$ cat src/rtl/zle_pkg.sv
// Shared zero run-length token definitions for the ZLE encoder and the zld_xca decoder.
// Token layout: bit TOK_RUN_BIT selects literal (value in low W bits) or zero run (low W bits = length-1).
package zle_pkg;

  localparam int W           = 3;
  localparam int TW          = W + 1;
  localparam int TOK_RUN_BIT = W;

  localparam logic TOK_LIT = 1'b0;
  localparam logic TOK_RUN = 1'b1;

  typedef enum logic {
    LOAD = 1'b0,
    RUN  = 1'b1
  } state_e;

endpackage

$ cat src/rtl/zld_xca_if.sv
// Token-in / value-out stream bundle for zld_xca; each side is data, valid and back-pressure.
// slave is the decoder's view, master is the surrounding producer/consumer.
interface zld_xca_if;
  import zle_pkg::*;

  logic [TW-1:0] i_d;
  logic          i_v;
  logic          i_b;
  logic [W-1:0]  o_d;
  logic          o_v;
  logic          o_b;

  modport slave  (input  i_d, i_v, o_b, output i_b, o_d, o_v);
  modport master (output i_d, i_v, o_b, input  i_b, o_d, o_v);

endinterface

$ cat src/rtl/zld_xca_fsm.sv
// Control for the zero run-length decoder: state register, token acceptance,
// back-pressure and load enables for the datapath registers.
//
//   state | meaning
//   LOAD  | accepting tokens; literals and single-zero runs never leave LOAD
//   RUN   | emitting the remaining zeros of a run, no tokens accepted
module zld_xca_fsm
  import zle_pkg::*;
(
  input  logic clock,
  input  logic reset,
  input  logic i_v,
  input  logic o_v,
  input  logic o_b,
  input  logic cnt_one,
  input  logic tok_run,
  input  logic run_zero,
  output logic i_b,
  output logic accept,
  output logic od_load,
  output logic od_lit,
  output logic ov_load,
  output logic ov_next,
  output logic cnt_load,
  output logic cnt_dec
);

  state_e state_q;
  state_e state_d;
  logic   slot_free;
  logic   in_run;

  assign slot_free = ~(o_v & o_b);
  assign in_run    = (state_q == RUN);

  // Stall upstream while reset is held, too, so nothing is lost across reset.
  assign i_b = ~reset | in_run | ~slot_free;

  always_comb begin
    accept   = ~in_run & slot_free & i_v;
    od_lit   = accept & ~tok_run;
    od_load  = slot_free & (accept | in_run);
    ov_load  = slot_free;
    ov_next  = in_run | i_v;
    cnt_load = accept & tok_run;
    cnt_dec  = slot_free & in_run;
    state_d  = state_q;
    if (accept && tok_run && !run_zero) begin
      state_d = RUN;
    end
    if (in_run && slot_free && cnt_one) begin
      state_d = LOAD;
    end
  end

  always_ff @(posedge clock or negedge reset) begin
    if (!reset) begin
      state_q <= LOAD;
    end else begin
      state_q <= state_d;
    end
  end

endmodule

$ cat src/rtl/zld_xca.sv
// Zero run-length decoder top: turns ZLE tokens back into the W-bit value stream.
// Optional ZLD_ERRCHK_EN adds a sticky err output flagging literal-zero tokens.
module zld_xca
  import zle_pkg::*;
(
  input  logic        clock,
  input  logic        reset,
  zld_xca_if.slave    bus
`ifdef ZLD_ERRCHK_EN
  ,
  output logic        err
`endif
);

  logic [W-1:0] o_d_q;
  logic         o_v_q;
  logic [W-1:0] cnt_q;

  logic [TW-1:0] tok;
  logic          tok_run;
  logic          run_zero;
  logic          cnt_one;
  logic          accept;
  logic          od_load;
  logic          od_lit;
  logic          ov_load;
  logic          ov_next;
  logic          cnt_load;
  logic          cnt_dec;

  assign tok      = bus.i_d;
  assign tok_run  = (tok[TOK_RUN_BIT] == TOK_RUN);
  assign run_zero = (tok[W-1:0] == '0);
  assign cnt_one  = (cnt_q == W'(1));

  zld_xca_fsm u_fsm (
    .clock    (clock),
    .reset    (reset),
    .i_v      (bus.i_v),
    .o_v      (o_v_q),
    .o_b      (bus.o_b),
    .cnt_one  (cnt_one),
    .tok_run  (tok_run),
    .run_zero (run_zero),
    .i_b      (bus.i_b),
    .accept   (accept),
    .od_load  (od_load),
    .od_lit   (od_lit),
    .ov_load  (ov_load),
    .ov_next  (ov_next),
    .cnt_load (cnt_load),
    .cnt_dec  (cnt_dec)
  );

  // cnt counts zeros still owed after the one emitted on acceptance; RUN exits at 1.
  always_ff @(posedge clock or negedge reset) begin
    if (!reset) begin
      o_d_q <= '0;
      o_v_q <= 1'b0;
      cnt_q <= '0;
    end else begin
      if (od_load) begin
        o_d_q <= od_lit ? tok[W-1:0] : '0;
      end
      if (ov_load) begin
        o_v_q <= ov_next;
      end
      if (cnt_load) begin
        cnt_q <= tok[W-1:0];
      end else if (cnt_dec) begin
        cnt_q <= cnt_q - W'(1);
      end
    end
  end

  assign bus.o_d = o_d_q;
  assign bus.o_v = o_v_q;

`ifdef ZLD_ERRCHK_EN
  logic err_q;

  always_ff @(posedge clock or negedge reset) begin
    if (!reset) begin
      err_q <= 1'b0;
    end else if (accept && !tok_run && run_zero) begin
      err_q <= 1'b1;
    end
  end

  assign err = err_q;
`endif

endmodule

$ cat src/flat_wrapper.sv
// flat-port wrapper written by rule: the top's interface ports become plain ports
module zld_xca_flat import zle_pkg::*;
  (clock, reset, bus_i_d, bus_i_v, bus_o_b, bus_i_b, bus_o_d, bus_o_v);
  zld_xca_if bus_i ();
  input  logic clock;
  input  logic reset;
  input wire logic [$bits(bus_i.i_d)-1:0] bus_i_d;
  input wire logic [$bits(bus_i.i_v)-1:0] bus_i_v;
  input wire logic [$bits(bus_i.o_b)-1:0] bus_o_b;
  output wire logic [$bits(bus_i.i_b)-1:0] bus_i_b;
  output wire logic [$bits(bus_i.o_d)-1:0] bus_o_d;
  output wire logic [$bits(bus_i.o_v)-1:0] bus_o_v;
  assign bus_i.i_d = bus_i_d;
  assign bus_i.i_v = bus_i_v;
  assign bus_i.o_b = bus_o_b;
  assign bus_i_b = bus_i.i_b;
  assign bus_o_d = bus_i.o_d;
  assign bus_o_v = bus_i.o_v;
  zld_xca u_core (.clock(clock), .reset(reset), .bus(bus_i));
endmodule
$ cat config.mk
export PLATFORM = sky130hd
export DESIGN_NAME = zld_xca_flat
export DESIGN_NICKNAME = d
export VERILOG_FILES = /design/src/rtl/zle_pkg.sv /design/src/rtl/zld_xca_if.sv /design/src/rtl/zld_xca_fsm.sv /design/src/rtl/zld_xca.sv /design/src/flat_wrapper.sv
export SDC_FILE = /design/constraint.sdc
export NUM_CORES = 1
export LEC_CHECK = 0
export CORE_AREA = 5 5 42 44
export DETAILED_ROUTE_END_ITERATION = 7
export DIE_AREA = 0 0 47 49
export PLACE_DENSITY_LB_ADDON = 0.1
export SLEW_MARGIN = 10
export SYNTH_ARGS = -nofsm -noshare
export SYNTH_HDL_FRONTEND = slang
export SYNTH_SLANG_ARGS = --single-unit
export TNS_END_PERCENT = 30
$ cat constraint.sdc
create_clock -name clock -period 2.59 [get_ports clock]
set_clock_uncertainty 0.1 [all_clocks]
set_input_delay 0.259 -clock clock [delete_from_list [all_inputs] [get_ports clock]]
set_output_delay 0.259 -clock clock [all_outputs]
set_load 0.05 [all_outputs]
==> impl_results.md, run 1 <==
* Post-route ant nets at 0
* Maximum number of pins on one net before global-route repair at 17
* Area contributors post-synth: sky130_fd_sc_hd__dfrtp_1 (41%), sky130_fd_sc_hd__o21ai_0 (8.2%), sky130_fd_sc_hd__ha_1 (5.1%), sky130_fd_sc_hd__a41oi_2 (3.3%), sky130_fd_sc_hd__a21oi_1 (3.1%)
* Element type at the critical path start: register
* Final hold violations at 0
* Detailed-route wire length per cell at approximately 13 µm
* Rel. slew slack at 0.669
* Seq/Total Area, Yosys at 0.409
* Run status: finished, final reports clean
* Commonest cells post-synth: sky130_fd_sc_hd__dfrtp_1 (8), sky130_fd_sc_hd__o21ai_0 (8), sky130_fd_sc_hd__a21oi_1 (3), sky130_fd_sc_hd__nand2_1 (3), sky130_fd_sc_hd__nor2_1 (3)
* Clock H-tree levels at 1
* Data arrival time at the worst-slack endpoint at 1450 ps
* Type of the worst setup path: reg2out
* Number of buffer and inverter instances along the worst setup path at 1
* Post-synth cell types at 27
* Number of pins exceeding their max-slew limit in the final report at 0
* M1 wire length at between 400 and 500 µm
* Post-synthesis register bit count at 8
* First-pass iteration count of the detailed router at 4
* Maxcap violations at 0
* Max FO, Critical Path at 4
* Worst setup slack after layout at 779 ps
* Die height at between 40 and 50 µm
* Ys flop type: sky130_fd_sc_hd__dfrtp_1
* Actual transition at the worst max-transition pin at around 500 ps
* Via Count at 425
* Row cnt at 14
* Net count of the mapped netlist at 63
* Routed met2 length at 493 µm
* Highest routed metal layer: met4
* Final worst path period share at 0.699
* Top cell type's share of synthesized area at 0.409
* Via count of the first global-routing pass at just over 400
* Aggregate routed wire length at 1080 µm
* Pleak at between 0.2 and 0.3 nW
* Category of cells accounting for the largest share of critical-path delay: buffers and inverters
* Average vias per placed instance at 5.25
* Highest cell delay on the worst timing path at 820 ps
* Total setup buffers inserted after CTS at 0
* Clk Latency, worst-skew pair at 250 ps
* Classification of the worst-slack hold path: in2async
* Maximum clock frequency at between 0.5 and 0.6 GHz
* Number of CTS-inserted buffers at 3
* Final setup fails at 0
* Post-synth top area cell: sky130_fd_sc_hd__dfrtp_1
* CTS tree: done
* Area Overhead vs Synth at 29.2%
* Dpl hpwl at 812 µm
* Clock Sink Count at 8
* Final standard cell count with taps included and fillers excluded at 81
* Antenna diode instance count at 0
* Overall fraction of global-route tracks in use at 0.110
* Setup TNS at 0 ps
* CORE AREA at ~0.0014 mm²
* DIE AREA at ~0.0023 mm²
* Root buffer cell: sky130_fd_sc_hd__clkbuf_4
* Worst path slowest cell: sky130_fd_sc_hd__clkdlybuf4s50_1
* Number of buffers inserted for hold repair after clock tree synthesis at 0
* Crit path cell chain: clkdlybuf4s50_1
* Initial antenna violation count at 0
* Data required time of the critical path at roughly 2200 ps
* First-pass GRT wire length at 1780 µm
* Initial core utilization at 0.349
* Placed Cells incl. Taps at 78
* Buffer depth of the longest clock path at 2
* Grt total ovfl at 0
* Area after DPL at 609 µm²
* Number of DRC violations after detailed-routing iteration 0 at 7
* Boundary Pins at 13
* Power density cells at between 800 and 900 mW/mm²
* Number of warning messages in the yosys log at 0
* Cts repair resizes at 0
* Weighted congestion at the end of routability-driven global placement at 0.718
* Worst slack, placed at 782 ps
* Average cell area after synthesis at 9.23 µm²
* Post-route DRC violation count at 0
* Time the worst path needs with I/O delays and setup at 1810 ps
* Share of layout cells above drive strength 1 at 0.108
* Cell count after synthesis at 53
* Die X-Extent at 47 µm
* R2R Setup Slk at around 1300 ps
* Number of synthesized flops with an enable pin at 0
* CTS clock-pin slew for the worst setup and hold paths at 50 ps
* Post-layout net count at 77
* Met3 WL at 77 µm
* Setup repair after global routing missed its margin: no
* Post-Synthesis Cell Area at 489 µm²
* PnR Total Power at 0.520 mW
* Async set-or-reset flop fraction in the synthesized netlist at 1.00
* VDD IR max at between 400 and 500 µV
* Number of buffers added on ports at 12
* Post-route standard cell area excluding fillers at 632 µm²
* Category of the worst setup path capture point: output port
==> through the flow <==
stage	util	hold slack, ps
final	0.451	203
after global routing	0.451	209
after global placement	0.435	405
after detailed placement	0.435	417
after CTS	0.451	215
after floorplan	-	-137
==> cell type report <==
cell class	instances	area, µm²
clock buffer	3	22.5
tap	16	20.0
multi-input combinational	40	264
fill	159	769
timing repair buffer	12	118
sequential	8	200
inverter	2	7.51
==> layer usage <==
layer  track usage  up-vias
met4        0.0553        0
li1              -      216
met2         0.152       10
met1         0.129      197
met5             0        -
met3        0.0664        2
==> cell families (layout without fill, tap and decap cells) <==
kind of cell               count (synthesis)  after routing  share of synthesized area
AOI/OAI and AO/OA                         19             19                      0.251
and+or+nand+nor                           19             19                      0.238
DFF                                        8              8                      0.409
buffers and inverters                      5             17                     0.0512
adders and majority gates                  2              2                     0.0511
==> flip-flops by register name, indices dropped and copies added (netlist names) <==
register	flops
u_core.bus.o_v	1
u_core.cnt_q	3
u_core.bus.o_d	3
u_core.u_fsm.in_run	1
==> placed cells by master (no fill, tap or decap) <==
cell                              count
sky130_fd_sc_hd__a211o_1              1
sky130_fd_sc_hd__a21o_1               1
sky130_fd_sc_hd__a21oi_1              3
sky130_fd_sc_hd__a31oi_1              1
sky130_fd_sc_hd__a32oi_1              1
sky130_fd_sc_hd__a41oi_2              1
sky130_fd_sc_hd__and2_1               1
sky130_fd_sc_hd__and3b_2              1
sky130_fd_sc_hd__buf_4                1
sky130_fd_sc_hd__clkbuf_4             3
sky130_fd_sc_hd__clkdlybuf4s50_1     11
sky130_fd_sc_hd__dfrtp_1              8
sky130_fd_sc_hd__ha_1                 2
sky130_fd_sc_hd__inv_1                2
sky130_fd_sc_hd__nand2_1              3
sky130_fd_sc_hd__nand2b_1             2
sky130_fd_sc_hd__nand3b_1             2
sky130_fd_sc_hd__nand4bb_1            1
sky130_fd_sc_hd__nor2_1               3
sky130_fd_sc_hd__nor3_1               1
sky130_fd_sc_hd__nor3b_1              1
sky130_fd_sc_hd__o211ai_1             1
sky130_fd_sc_hd__o21a_1               1
sky130_fd_sc_hd__o21ai_0              8
sky130_fd_sc_hd__o21ai_1              1
sky130_fd_sc_hd__or2_2                1
sky130_fd_sc_hd__or2b_1               1
sky130_fd_sc_hd__or3_1                2
==> power by group <==
group          switching (mW)  internal, mW  leakage [nW]
Sequential             0.0480         0.162        0.0961
Combinational           0.109         0.106         0.146
Clock                  0.0425        0.0530        0.0138
Total                   0.199         0.320         0.256
==> final timing paths <==
check                      cells past startpoint           endpoint              start
min                                            1     u_core.bus.o_v              reset
max reg2reg                                    5    u_core.cnt_q[2]    u_core.cnt_q[0]
min reg2reg                                    2  u_core.bus.o_d[1]  u_core.bus.o_d[1]
min in group clock                             2  u_core.bus.o_d[1]  u_core.bus.o_d[1]
max in group asynchronous                      1    u_core.cnt_q[0]              reset
max                                            1            bus_o_v     u_core.bus.o_v
No activity file was read; power rests on OpenSTA's default activity.
==> run 2, diff against run 1 <==
==> constraint.sdc (replaced) <==
create_clock -name clock -period 1.8 [get_ports clock]
set_clock_uncertainty 0.1 [all_clocks]
set_input_delay 0.18 -clock clock [delete_from_list [all_inputs] [get_ports clock]]
set_output_delay 0.18 -clock clock [all_outputs]
set_load 0.05 [all_outputs]
==> impl_results.md, run 2 (synthesis results as in run 1) <==
* Final core area utilization at 0.463 (+0.0125)
* Sw Ratio at 0.384 (+0.000448)
* Post-route standard cell area excluding fillers at 649 µm² (+2.8%)
* Maxcap violations at 0 (unchanged)
* Internal Power at 0.467 mW (+46%)
* Sequential cell fraction of total power at 0.399 (-0.004)
* CTS tree: done
* VDD IR max at 561 µV (+36%)
* Net switching power of the design at 0.291 mW (+46%)
* Worst path slowest cell: sky130_fd_sc_hd__clkdlybuf4s50_1
* Maximum number of pins on one net before global-route repair at 17 (unchanged)
* Setup TNS at 0 ps (unchanged)
* Power density cells at 1170 mW/mm² (+42%)
* Final hold violations at 0 (unchanged)
* Number of cells on the worst reg-to-reg path at 5 (unchanged)
* Time the worst path needs with I/O delays and setup at 1690 ps
* Final setup fails at 0 (unchanged)
* Rel. slew slack at 0.672 (+0.00306)
* Boundary Pins at 13 (unchanged)
* CORE AREA at 0.00140 mm² (unchanged)
* Data required time of the critical path at 1520 ps (-710 ps)
* Critical path origin: u_core.bus.o_d[0]
* First-pass iteration count of the detailed router at 4 (unchanged)
* Share of layout cells above drive strength 1 at 0.136 (+0.0287)
* Classification of the worst-slack hold path: in2async
* Category of cells accounting for the largest share of critical-path delay: buffers and inverters
* Highest cell delay on the worst timing path at 800 ps (-20 ps)
* Crit Reg-Reg Startpoint: u_core.cnt_q[0]
* Final worst path period share at 0.938
* Actual transition at the worst max-transition pin at 491 ps (-4.58 ps)
* Pleak at 0.267 nW (+4.3%)
* Via Count at 431 (+1.4%)
* Commonest cells after routing, fill and taps aside: sky130_fd_sc_hd__clkdlybuf4s50_1 (10), sky130_fd_sc_hd__o21ai_0 (8), sky130_fd_sc_hd__dfrtp_1 (8)
* R2R Setup Slk at 490 ps (-810 ps)
* Part of the total power dissipated in the clock network at 0.188 (+0.004)
* Clk Latency, worst-skew pair at 250 ps (about the same)
* Antenna diode instance count at 0 (unchanged)
* Element type at the critical path start: register
* Post-route DRC violation count at 0 (unchanged)
* Number of logic stages on the critical path including buffering at 1 (unchanged)
* Data arrival time at the worst-slack endpoint at 1410 ps (-40 ps)
* Post-layout net count at 78 (+1.3%)
* CTS clock-pin slew for the worst setup and hold paths at 60 ps (about the same)
* Endpoint of the worst register-to-register path: u_core.cnt_q[2]
* Crit path cell chain: clkdlybuf4s50_1
* Number of buffer and inverter instances along the worst setup path at 1 (unchanged)
* Run status: finished, final reports clean
* Initial core utilization at 0.349 (unchanged)
* Average vias per placed instance at 5.26 (+0.18%)
* Endpoint of the most critical setup path: bus_o_d[0]
* Clock Sink Count at 8 (unchanged)
* Worst slack, placed at 174 ps (-609 ps)
* Max FO, Critical Path at 2 (-2)
* Overall fraction of global-route tracks in use at 0.0975 (-0.0122)
* Setup repair after global routing missed its margin: no
* Maximum clock frequency at roughly 0.6 GHz
* Cts repair resizes at 0 (unchanged)
* Dpl hpwl at 824 µm (+1.4%)
* Root buffer cell: sky130_fd_sc_hd__clkbuf_4
* Area after DPL at 627 µm² (+2.9%)
* Number of CTS-inserted buffers at 3 (unchanged)
* Weighted congestion at the end of routability-driven global placement at 0.739 (+2.9%)
* Post-route ant nets at 0 (unchanged)
* Combinational share of power at 0.413 (about the same)
* Total setup buffers inserted after CTS at 0 (unchanged)
* Detailed-route wire length per cell at 13.1 µm (-1.3%)
* Type of the worst setup path: reg2out
* Number of DRC violations after detailed-routing iteration 0 at 6 (-1)
* Via count of the first global-routing pass at 404 (-1.7%)
* Die height at 49 µm (unchanged)
* Clock H-tree levels at 1 (unchanged)
* Number of buffers added on ports at 12 (unchanged)
* Number of buffers inserted for hold repair after clock tree synthesis at 0 (unchanged)
* Row cnt at 14 (unchanged)
* Aggregate routed wire length at 1070 µm (about the same)
* Area Overhead vs Synth at 32.7%
* Commonest non-fill, non-tap cell in the layout: sky130_fd_sc_hd__clkdlybuf4s50_1
* Category of the worst setup path capture point: output port
* Grt total ovfl at 0 (unchanged)
* Number of pins exceeding their max-slew limit in the final report at 0 (unchanged)
* Die X-Extent at 47 µm (unchanged)
* Buffer depth of the longest clock path at 2 (unchanged)
* DIE AREA at 0.00230 mm² (unchanged)
* Worst setup slack after layout at 112 ps (-667 ps)
* Initial antenna violation count at 0 (unchanged)
* First-pass GRT wire length at 1650 µm (-7.4%)
==> run 2: cell count changes in the layout (fill, tap and decap cells not counted), sizes merged <==
cell and delta:
buf +2, clkdlybuf4s50 -1
==> run 2: power groups by stage <==
stage                     logic, mW  clock network [mW]  registers (mW)
after CTS                     0.318               0.148           0.302
after global placement        0.314                   0           0.303
after floorplan               0.225                   0           0.305
after detailed placement      0.318                   0           0.304
after global routing          0.346               0.157           0.311
final                         0.313               0.142           0.303
==> run 2: area by class of cell <==
cell class	count	area (µm²)
inverters	2	7.51
fillers	152	752
multi-input cells	40	264
well taps	16	20.0
flip-flops and latches	8	200
clock buffers	3	22.5
repair buffers	13	135
==> run 2: stage by stage <==
step / power, mW / hold WS, ps / std cells
global route: 0.815 / 142 / 82
CTS: 0.767 / 130 / 82
finish: 0.758 / 134 / 82
detailed placement: 0.622 / 413 / 79
floorplan: 0.531 / -216 / 53
global placement: 0.617 / 392 / 79
==> run 2: worst min-delay path by stage <==
stage / from / to / slack (ps) / cells past startpoint
4_1_cts: reset / u_core.bus.o_v / 130 / 2
6_report: reset / u_core.bus.o_v / 130 / 2
3_3_place_gp: u_core.bus.o_d[1] / u_core.bus.o_d[1] / 390 / 2
2_1_floorplan: reset / u_core.bus.o_d[0] / -220 / 0
3_5_place_dp: u_core.bus.o_d[2] / u_core.bus.o_d[2] / 410 / 2
5_1_grt: reset / u_core.bus.o_v / 140 / 2
==> run 2: routing by layer <==
layer	share of wire	GRT usage	vias up
met5	0	0	-
met4	0	0.0415	0
met3	0.068	0.0369	0
met2	0.49	0.147	9
met1	0.44	0.120	201
li1	-	-	221
==> variant (settings of run 2) <==
Set the package constant `W` to 5 (it was 3).
--- a/src/rtl/zle_pkg.sv
+++ b/src/rtl/zle_pkg.sv
@@ -3,5 +3,5 @@
 package zle_pkg;
 
-  localparam int W           = 3;
+  localparam int W           = 5;
   localparam int TW          = W + 1;
   localparam int TOK_RUN_BIT = W;
Interface: changed (resized bus_i_d and bus_o_d); port bits go from 13 to 17. The function was not compared with the original's and may differ.
==> variant against run 2 <==
Sequential cell count is 4 higher. First-iteration DRC count grew to 3.5 times the old value. Via count increased by 44%. Clock power rose by 17%. Routed wire length grew 49%. Synthesized cell count increased by 45%. Setup slack worse by 0.018 ns. Design area increased by 35%. Count of clock-buffer cells in the layout is the same. Synthesized area is 35% higher. Power is 27% higher. Final cell count increased by 37%. Critical path type unchanged.
==> variant: results (changes against run 2) <==
* Outcome: finished clean (unchanged)
* IO Port Bufs at 16 (was 12)
* Max_slew headroom at 66.8% (was 67.2%)
* Gate Count Post-Synth at 77 (was 53)
* Routability cong. at 0.799 (was 0.739)
* Max VDD drop at 0.681 mV (was 0.561 mV)
* Fill count at 121 (was 152)
* Pleak at 0.397 nW (was 0.267 nW)
* Post-synthesis compound-gate area fraction at 22.6% (was 25.1%)
* Wire length per cell at 14.3 um (was 13.1 um)
* Vias in the first global route at 610 (was 404)
* Met1 wire length at 663 um (was 476 um)
* Post-synthesis sequential area ratio at 45.5% (was 40.9%)
* GR met2 Demand/Resource at 26.0% (was 14.7%)
* Synth unique cells at 25 (was 27)
* First-pass GRT wire length at 2710 um (was 1650 um)
* Max Used Layer: met4 (was met3)
* Vias per inst at 5.53 (was 5.26)
* Layout cells sized above 1 at 10.4% (was 13.6%)
* Met1 usage in global routing at 19.3% (was 12.0%)
* Fin cells at 112 (was 82)
* Internal Pwr Total at 0.585 mW (was 0.467 mW)
* Worst-Skew Late Latency at 0.27 ns (was 0.25 ns)
* Routed wl met2 at 820 um (was 524 um)
* Final HPWL DP at 1250 um (was 824 um)
* Number of cells after detailed placement at 109 (was 79)
variant: cell types whose count changed after synthesis, sizes merged, moves of 2 or more:
cell and delta:
nand2 +6, nand3 +8, a21oi +2, nor2 +4, inv +3, nand3b -2
nand2b -2, dfrtp +4
variant: worst paths after layout:
kind | from | to | slack, ns | depth (start not counted)
setup / recovery | u_core.bus.o_d[1] | bus_o_d[1] | 0.09 | 1
setup reg to reg | u_core.u_fsm.in_run | u_core.cnt_q[4] | 0.48 | 3
max in group asynchronous | reset | u_core.cnt_q[2] | 1.28 | 2
hold / removal | reset | u_core.bus.o_d[2] | 0.17 | 2
hold reg to reg | u_core.bus.o_d[3] | u_core.bus.o_d[3] | 0.41 | 2
min in group clock | u_core.bus.o_d[3] | u_core.bus.o_d[3] | 0.41 | 2
variant: cells by family (layout without fill, tap and decap cells):
| group | Yosys count | in the layout |
|---|---|---|
| simple gates | 31 | 31 |
| flops | 12 | 12 |
| buf+inv | 8 | 27 |
| fa+ha+maj | 2 | 2 |
| compound gates | 24 | 24 |
variant: layout make-up:
class                      instances  share of cell area [%]
multi-input combinational         57                    37.1
sequential                        12                    34.2
timing repair buffer              19                    21.7
clock buffer                       3                    2.57
tap                               16                    2.28
inverter                           5                    2.14
variant: power by group through the flow:
| stage | sequential, mW | combinational [mW] | clock, mW |
|---|---|---|---|
| 6_report | 0.432 | 0.366 | 0.166 |
| 5_1_grt | 0.448 | 0.413 | 0.185 |
| 4_1_cts | 0.429 | 0.370 | 0.175 |
| 3_5_place_dp | 0.436 | 0.367 | 0 |
| 3_3_place_gp | 0.434 | 0.358 | 0 |
| 2_1_floorplan | 0.427 | 0.253 | 0 |
